`config.mk`:
```
export PLATFORM = sky130hd
export DESIGN_NAME = id_ex_stage
export DESIGN_NICKNAME = d
export VERILOG_FILES = /design/src/rtl/id_ex_stage.sv
export SDC_FILE = /design/constraint.sdc
export NUM_CORES = 1
export LEC_CHECK = 0
export CORE_ASPECT_RATIO = 1.2
export CORE_MARGIN = 10
export CORE_UTILIZATION = 45
export CTS_BUF_LIST = sky130_fd_sc_hd__clkbuf_4
export DETAILED_ROUTE_END_ITERATION = 10
export GPL_TIMING_DRIVEN = 0
export PLACE_DENSITY = 0.83
export SYNTH_ARGS = -nofsm -noshare
export SYNTH_HDL_FRONTEND = slang
export SYNTH_SLANG_ARGS = --single-unit
```
`constraint.sdc`:
```
create_clock -name clk_i -period 3.3 [get_ports clk_i]
set_input_delay 0.66 -clock clk_i [delete_from_list [all_inputs] [get_ports clk_i]]
set_output_delay 0.66 -clock clk_i [all_outputs]
set_load 0.01 [all_outputs]
```
`src/rtl/id_ex_stage.sv`:
```
// ---------------------------------------------------------------------------
// id_ex_stage
// Pipeline register between decode and the execute-stage ALU. It holds the
// decoded operands and control, applies EX/MEM and MEM/WB operand bypasses,
// detects load-use hazards (stalls decode and inserts one bubble), and
// supports a branch flush and a downstream hold.
//
// Ports
//   clk_i, rst_i             clock, synchronous active-high reset
//   id_*                     decoded instruction from the decode stage
//   flush_i                  squash the decode instruction (taken branch)
//   hold_i                   downstream busy, freeze the EX stage
//   exmem_* / memwb_*        bypass sources from later stages
//   src1_o, src2_o, ctrl_o   ALU-ready operands and ALU control
//   store_data_o             forwarded rt value for stores
//   rd_o, reg_write_o, mem_read_o, mem_write_o, valid_o
//                            control carried on to the memory stage
//   stall_o                  decode must hold its instruction
//   stall_cnt_o              saturating count of load-use stall cycles
// ---------------------------------------------------------------------------
module id_ex_stage #(
  parameter int unsigned DW  = 32,
  parameter int unsigned RW  = 5,
  parameter int unsigned CW  = 4,
  parameter int unsigned SCW = 16
) (
  input  logic          clk_i,
  input  logic          rst_i,
  input  logic          id_valid_i,
  input  logic [RW-1:0] id_rs_i,
  input  logic [RW-1:0] id_rt_i,
  input  logic [RW-1:0] id_rd_i,
  input  logic          id_uses_rt_i,
  input  logic [DW-1:0] id_rs_data_i,
  input  logic [DW-1:0] id_rt_data_i,
  input  logic [DW-1:0] id_imm_i,
  input  logic          id_alu_src_i,
  input  logic [CW-1:0] id_ctrl_i,
  input  logic          id_reg_write_i,
  input  logic          id_mem_read_i,
  input  logic          id_mem_write_i,
  input  logic          flush_i,
  input  logic          hold_i,
  input  logic          exmem_reg_write_i,
  input  logic [RW-1:0] exmem_rd_i,
  input  logic [DW-1:0] exmem_result_i,
  input  logic          memwb_reg_write_i,
  input  logic [RW-1:0] memwb_rd_i,
  input  logic [DW-1:0] memwb_data_i,
  output logic [DW-1:0] src1_o,
  output logic [DW-1:0] src2_o,
  output logic [CW-1:0] ctrl_o,
  output logic [DW-1:0] store_data_o,
  output logic [RW-1:0] rd_o,
  output logic          reg_write_o,
  output logic          mem_read_o,
  output logic          mem_write_o,
  output logic          valid_o,
  output logic          stall_o,
  output logic [SCW-1:0] stall_cnt_o
);

  localparam logic [RW-1:0]  REG_ZERO = {RW{1'b0}};
  localparam logic [SCW-1:0] CNT_MAX  = {SCW{1'b1}};
  localparam logic [SCW-1:0] CNT_ONE  = {{(SCW-1){1'b0}}, 1'b1};

  logic          valid_r;
  logic          reg_write_r;
  logic          mem_read_r;
  logic          mem_write_r;
  logic          alu_src_r;
  logic [CW-1:0] ctrl_r;
  logic [RW-1:0] rd_r;
  logic [RW-1:0] rs_r;
  logic [RW-1:0] rt_r;
  logic [DW-1:0] rs_data_r;
  logic [DW-1:0] rt_data_r;
  logic [DW-1:0] imm_r;
  logic [SCW-1:0] stall_cnt_r;

  logic [DW-1:0] fwd_rs_s;
  logic [DW-1:0] fwd_rt_s;
  logic          ex_lu_s;

  // Load in EX whose destination is read by the (unsquashed) decode instruction.
  always_comb begin
    ex_lu_s = 1'b0;
    if (valid_r && mem_read_r && (rd_r != REG_ZERO) && id_valid_i && !flush_i) begin
      ex_lu_s = (id_rs_i == rd_r) || (id_uses_rt_i && (id_rt_i == rd_r));
    end else begin
      ex_lu_s = 1'b0;
    end
  end

  // Operand bypass for rs: EX/MEM wins over MEM/WB, r0 and empty slots never forward.
  always_comb begin
    fwd_rs_s = rs_data_r;
    if (valid_r && exmem_reg_write_i && (exmem_rd_i != REG_ZERO) && (exmem_rd_i == rs_r)) begin
      fwd_rs_s = exmem_result_i;
    end else if (valid_r && memwb_reg_write_i && (memwb_rd_i != REG_ZERO) && (memwb_rd_i == rs_r)) begin
      fwd_rs_s = memwb_data_i;
    end else begin
      fwd_rs_s = rs_data_r;
    end
  end

  // Operand bypass for rt, same priority rules as rs.
  always_comb begin
    fwd_rt_s = rt_data_r;
    if (valid_r && exmem_reg_write_i && (exmem_rd_i != REG_ZERO) && (exmem_rd_i == rt_r)) begin
      fwd_rt_s = exmem_result_i;
    end else if (valid_r && memwb_reg_write_i && (memwb_rd_i != REG_ZERO) && (memwb_rd_i == rt_r)) begin
      fwd_rt_s = memwb_data_i;
    end else begin
      fwd_rt_s = rt_data_r;
    end
  end

  // EX pipeline register: reset > hold > flush > load-use bubble > normal load.
  always_ff @(posedge clk_i) begin
    if (rst_i || (!hold_i && (flush_i || ex_lu_s))) begin
      valid_r     <= 1'b0;
      reg_write_r <= 1'b0;
      mem_read_r  <= 1'b0;
      mem_write_r <= 1'b0;
      alu_src_r   <= 1'b0;
      ctrl_r      <= {CW{1'b0}};
      rd_r        <= REG_ZERO;
      rs_r        <= REG_ZERO;
      rt_r        <= REG_ZERO;
      rs_data_r   <= {DW{1'b0}};
      rt_data_r   <= {DW{1'b0}};
      imm_r       <= {DW{1'b0}};
    end else if (hold_i) begin
      // Capture bypass values now: their producers retire while EX is frozen.
      rs_data_r <= fwd_rs_s;
      rt_data_r <= fwd_rt_s;
    end else begin
      valid_r     <= id_valid_i;
      reg_write_r <= id_valid_i & id_reg_write_i;
      mem_read_r  <= id_valid_i & id_mem_read_i;
      mem_write_r <= id_valid_i & id_mem_write_i;
      alu_src_r   <= id_alu_src_i;
      ctrl_r      <= id_valid_i ? id_ctrl_i : {CW{1'b0}};
      rd_r        <= id_valid_i ? id_rd_i : REG_ZERO;
      rs_r        <= id_rs_i;
      rt_r        <= id_rt_i;
      rs_data_r   <= id_rs_data_i;
      rt_data_r   <= id_rt_data_i;
      imm_r       <= id_imm_i;
    end
  end

  // Saturating count of edges on which a load-use bubble is inserted.
  always_ff @(posedge clk_i) begin
    if (rst_i) begin
      stall_cnt_r <= {SCW{1'b0}};
    end else if (ex_lu_s && !hold_i && (stall_cnt_r != CNT_MAX)) begin
      stall_cnt_r <= stall_cnt_r + CNT_ONE;
    end else begin
      stall_cnt_r <= stall_cnt_r;
    end
  end

  assign stall_o      = ex_lu_s | hold_i;
  assign stall_cnt_o  = stall_cnt_r;
  assign src1_o       = fwd_rs_s;
  assign src2_o       = alu_src_r ? imm_r : fwd_rt_s;
  assign store_data_o = fwd_rt_s;
  assign ctrl_o       = ctrl_r;
  assign rd_o         = rd_r;
  assign reg_write_o  = reg_write_r;
  assign mem_read_o   = mem_read_r;
  assign mem_write_o  = mem_write_r;
  assign valid_o      = valid_r;

endmodule

```
# After elaboration in Yosys (flattened, before gate mapping)
# Index checks and enable logic that the tools add are counted.
# totals
reg_bits,136
output_inout_bits,126
elab_cells,59
# classes
n_addsub,1
n_eq_ne,7
n_mux,10
bitwise_logic,4
reduce_logical,24
# op_table
cell,n
32-bit two-way mux,7
5-bit equality test,6
16-bit by 1-bit adder with 16-bit output (second input constant),1
1-bit logical AND,16
16-bit != test (second input constant),1
5-bit nonzero test,3
5-bit two-way mux,1
4-bit two-way mux,1
1-bit bitwise AND,3
1-bit logical OR,3
1-bit zero test,2
1-bit two-way mux,1
1-bit bitwise OR,1

# Depth between registers and ports, before layout
# logic_depth
ltp_word,8
depth_mapped,8
mapped_depth_nobuf,6

# Least setup slack after synthesis
# No wires, ideal clock.
# synth_timing
kind,input-to-output
start,input port memwb_rd_i[1]
end,output port src2_o[10]
arrival_time_ns,2.307
path_slack_ns,0.333
path_stages,6
path_buffers,1
cell_sequence,or4_4 o211ai_4 buf_6 o31ai_1 a31oi_2 mux2_2
# synth_via
elab_chain_len,6
# synth_rtl
element,line,text
start: declaration,48,"input logic [RW-1:0] memwb_rd_i,"
5-bit nonzero test,112,end else if (valid_r && memwb_reg_write_i && (memwb_rd_i != REG_ZERO) && (memwb_rd_i == rt_r)) begin
1-bit logical AND,112,
1-bit logical AND (*),112,
32-bit two-way mux (*),112,
32-bit two-way mux (*),110,if (valid_r && exmem_reg_write_i && (exmem_rd_i != REG_ZERO) && (exmem_rd_i == rt_r)) begin
via store_data_o[10],53,"output logic [DW-1:0] store_data_o,"
32-bit two-way mux (*),168,assign src2_o = alu_src_r ? imm_r : fwd_rt_s;
end: declaration,51,"output logic [DW-1:0] src2_o,"
# The timed path passes the listed nets; every way through them passes the cells marked *.

# Final worst setup path
# layout_timing
start,register rt_r[2]
end,output port src2_o[2]
# layout_via
elab_chain_len,5
# layout_rtl
element,line,text
start: declaration,75,logic [RW-1:0] rt_r;
start signal: assignment,147,rt_r <= id_rt_i;
5-bit equality test,112,
1-bit logical AND,112,
32-bit two-way mux,112,
32-bit two-way mux (*),110,
32-bit two-way mux (*),168,
# Every way passes the cells marked *; elsewhere a longest branch is shown, timed or not.

==> summary.txt <==
status -> complete, but fails checks
violated checks -> negative setup slack
Mapped Avg Cell Area -> 9.05 sq um
clock skew -> 21.7 ps
H-Tree Level Count -> 4
Routability Congestion -> 0.931
clock sinks -> 136
crit path time final -> 3480 ps
Core Area -> 17,700 sq um
vias -> 9,836
Psw -> 1.42 mW
CP Max Fanout -> 8
# hold bufs at CTS -> 0
Top FF cell, synth -> dfxtp_1
Die X -> 143 um
Mapped Cells -> 905
combinational power share -> 30.4%
Synth top area share -> 33.3%
first-pass GRT wire length -> 58,200 um
ys async rst share -> 0%
worst setup path end -> src2_o[2]
internal power -> 2.96 mW
largest area contributor in the netlist -> dfxtp_1
sequential fraction of the synthesis area -> 33.3%
total CTS buffers -> 17
maximum ir drop on the vdd rail -> 0.000230 V
Worst path max stage delay -> 470 ps
crit-path cells -> xor2_1, or3_4, buf_12, o31ai_4, a31oi_1, buf_4, mux2_2, buf_2
Crit. End Element -> output pin
critical path launch point -> rt_r[2]
clock network power share -> 29.3%
Finished Core Util -> 77.6%
reg-to-reg critical path startpoint -> rd_o[0]
Worst-Skew Late Latency -> 580 ps
GRT Overall Usage -> 31.1%
reg2reg end -> rs_data_r[17]
Final period util -> 105%
CP bufs+invs -> 3
Worst-Margin Slew -> 920 ps
worst reg2reg path depth -> 8
layout cells sized above 1 -> 32.6%
number of synthesized flops with an enable pin -> 0
Max-slew headroom -> 38.7%
Top-Level Pins -> 327
Cell Pwr Density -> 318 nW/um^2
flops & latches, synth -> 136
1st-pass router iterations -> 5
sw frac -> 32.5%
total stage count of the critical path -> 8
setup TNS -> -1620 ps
Clock Path Buffers -> 2
Seq pwr share -> 40.2%
Yosys cell types -> 48
Vias/cell -> 6.31
Synth area leaders -> dfxtp_1 (33%), mux2i_1 (13%), o31ai_1 (6.2%)
f_max -> 287 MHz
CTS tree -> done
Worst Setup Path Type -> reg2out
Hold Violations, Final -> 0
worst setup margin -> -181 ps
starting density of the core -> 46.2%
Power Total -> 4.38 mW
crit path DAT -> 2820 ps
post-synthesis cell area -> 8190 sq um
DRT antenna net count -> 0
CP max stage cell -> or3_4
Synth warnings -> 0
Post-Layout Cell Count -> 1,559
clock slew at reported path FFs -> 130 ps
count of pins over their slew limit -> 0
placed cell areas -> 11,700 sq um
LEAKAGE -> 5.23 nW
Worst Setup Start Kind -> flip-flop
DRC violation total after the first TritonRoute iteration -> 1,046
post-route cell area -> 13,700 sq um
largest net degree at the start of global routing -> 17
port bufs -> 324
total die area -> 24,000 sq um
placed cells -> 1,449
antenna violations before repair -> 6
Max-Cap Viols -> 0
Final setup viols -> 26
Site Rows -> 53
critical path's top delay family -> buffers and inverters
reg2reg setup slack -> 920 ps
vias in the first global route -> 9,784
Area growth syn-to-layout -> 67.9%
most common cell in the netlist -> dfxtp_1
nets -> 1,523
CP Data Required Time -> 2640 ps
DRT Wirelength -> 40,900 um
Post-Synthesis Net Count -> 1,107
HP Class -> in2reg
drc violations -> 0
dpl hpwl -> 27,300 um
remaining global-route overflow -> 0
clock root cell -> clkbuf_4
RSZ-0062 raised after global routing -> yes
DR WL/cell -> 26.3 um
Die Span Y -> 168 um
most instantiated cells after synthesis -> dfxtp_1 (136), nor2_1 (133), mux2i_1 (109)
==> layer usage <==
layer	GRT usage (%)	part of all wire [%]	up-vias
li1	-	-	4275
met3	8.40	10	180
met1	33.0	34	4727
met5	0	0	-
met2	54.0	50	654
met4	17.7	5.8	0
==> through the flow <==
step | hold WS [ps] | setup slack, ps
after CTS | 426 | -165
final | 452 | -181
after floorplan | 458 | 333
after detailed placement | 485 | -1280
after global placement | 469 | -1290
after global routing | 446 | -202
==> logic make-up (layout without fill, tap and decap cells) <==
kind of cell             after synthesis  in the layout  share of synthesized area (%)
AND/OR/NAND/NOR                      319            319                           20.0
AO/OA/AOI/OAI                        166            166                           17.8
multiplexers                         141            141                           17.7
flip-flops                           136            136                           33.3
buffers and inverters                106            534                           7.29
XOR/XNOR                              36             36                           3.85
adder cells (fa/ha/maj)                1              1                          0.153
other                                  0              6                              0
==> worst min path at each step <==
stage | from | to | slack [ps] | cells after the start
6_report | rst_i | stall_cnt_o[10] | 450 | 2
5_1_grt | rst_i | stall_cnt_o[10] | 450 | 2
4_1_cts | rst_i | stall_cnt_o[10] | 430 | 2
3_5_place_dp | imm_r[4] | imm_r[4] | 480 | 2
3_3_place_gp | imm_r[14] | imm_r[14] | 470 | 2
2_1_floorplan | imm_r[0] | imm_r[0] | 460 | 2
==> registers in the layout, summed over array words and instances, names as in the netlist, 4 cells and up <==
name         count
imm_r           32
rs_data_r       32
rt_data_r       32
stall_cnt_o     16
rd_o             5
rs_r             5
rt_r             5
ctrl_o           4
==> placed cells by master, fill, tap and decap left out, drive strengths merged, types with 3 or more instances in the layout <==
master / Yosys / final
dfxtp: 136 / 136
nor2: 133 / 133
inv: 3 / 3
mux2i: 109 / 109
mux2: 32 / 32
o31ai: 68 / 68
dlygate4sd2: 0 / 3
bufinv: 0 / 4
or4: 6 / 6
nand4: 67 / 67
a21oi: 11 / 11
diode: 0 / 6
buf: 62 / 239
nor3: 3 / 3
xor2: 10 / 10
o21ai: 4 / 4
a22oi: 12 / 12
nand3: 12 / 12
clkdlybuf4s50: 0 / 218
xnor2: 26 / 26
clkbuf: 39 / 55
nand2: 12 / 12
or3: 8 / 8
a31oi: 64 / 64
nor4: 68 / 68
clkinv: 0 / 7
clkdlybuf4s15: 0 / 3
==> final cells by class <==
cell class,instances,area (sq um)
inverters,3,11.3
clock buffers,18,135
flip-flops and latches,136,2740
plain buffers,93,689
well taps,220,275
diodes,6,15.0
fillers,1112,3960
clock inverters,13,180
multi-input cells,663,5860
repair buffers,407,3850
==> power groups by stage <==
stage / logic [mW] / clock network, mW / registers, mW
after floorplan: 0.502 / 0 / 1.77
after global placement: 1.05 / 0 / 1.78
after detailed placement: 1.07 / 0 / 1.78
after CTS: 1.23 / 1.28 / 1.76
after global routing: 1.39 / 1.34 / 1.77
final: 1.33 / 1.28 / 1.76
==> what timing repair did <==
action	in CTS	in global routing
buffers inserted	52	28
cloned	7	1
setup endpoints to repair	96	94
resized for setup	640	103
pin swaps	85	48
Power figures use the tool's default switching activity.
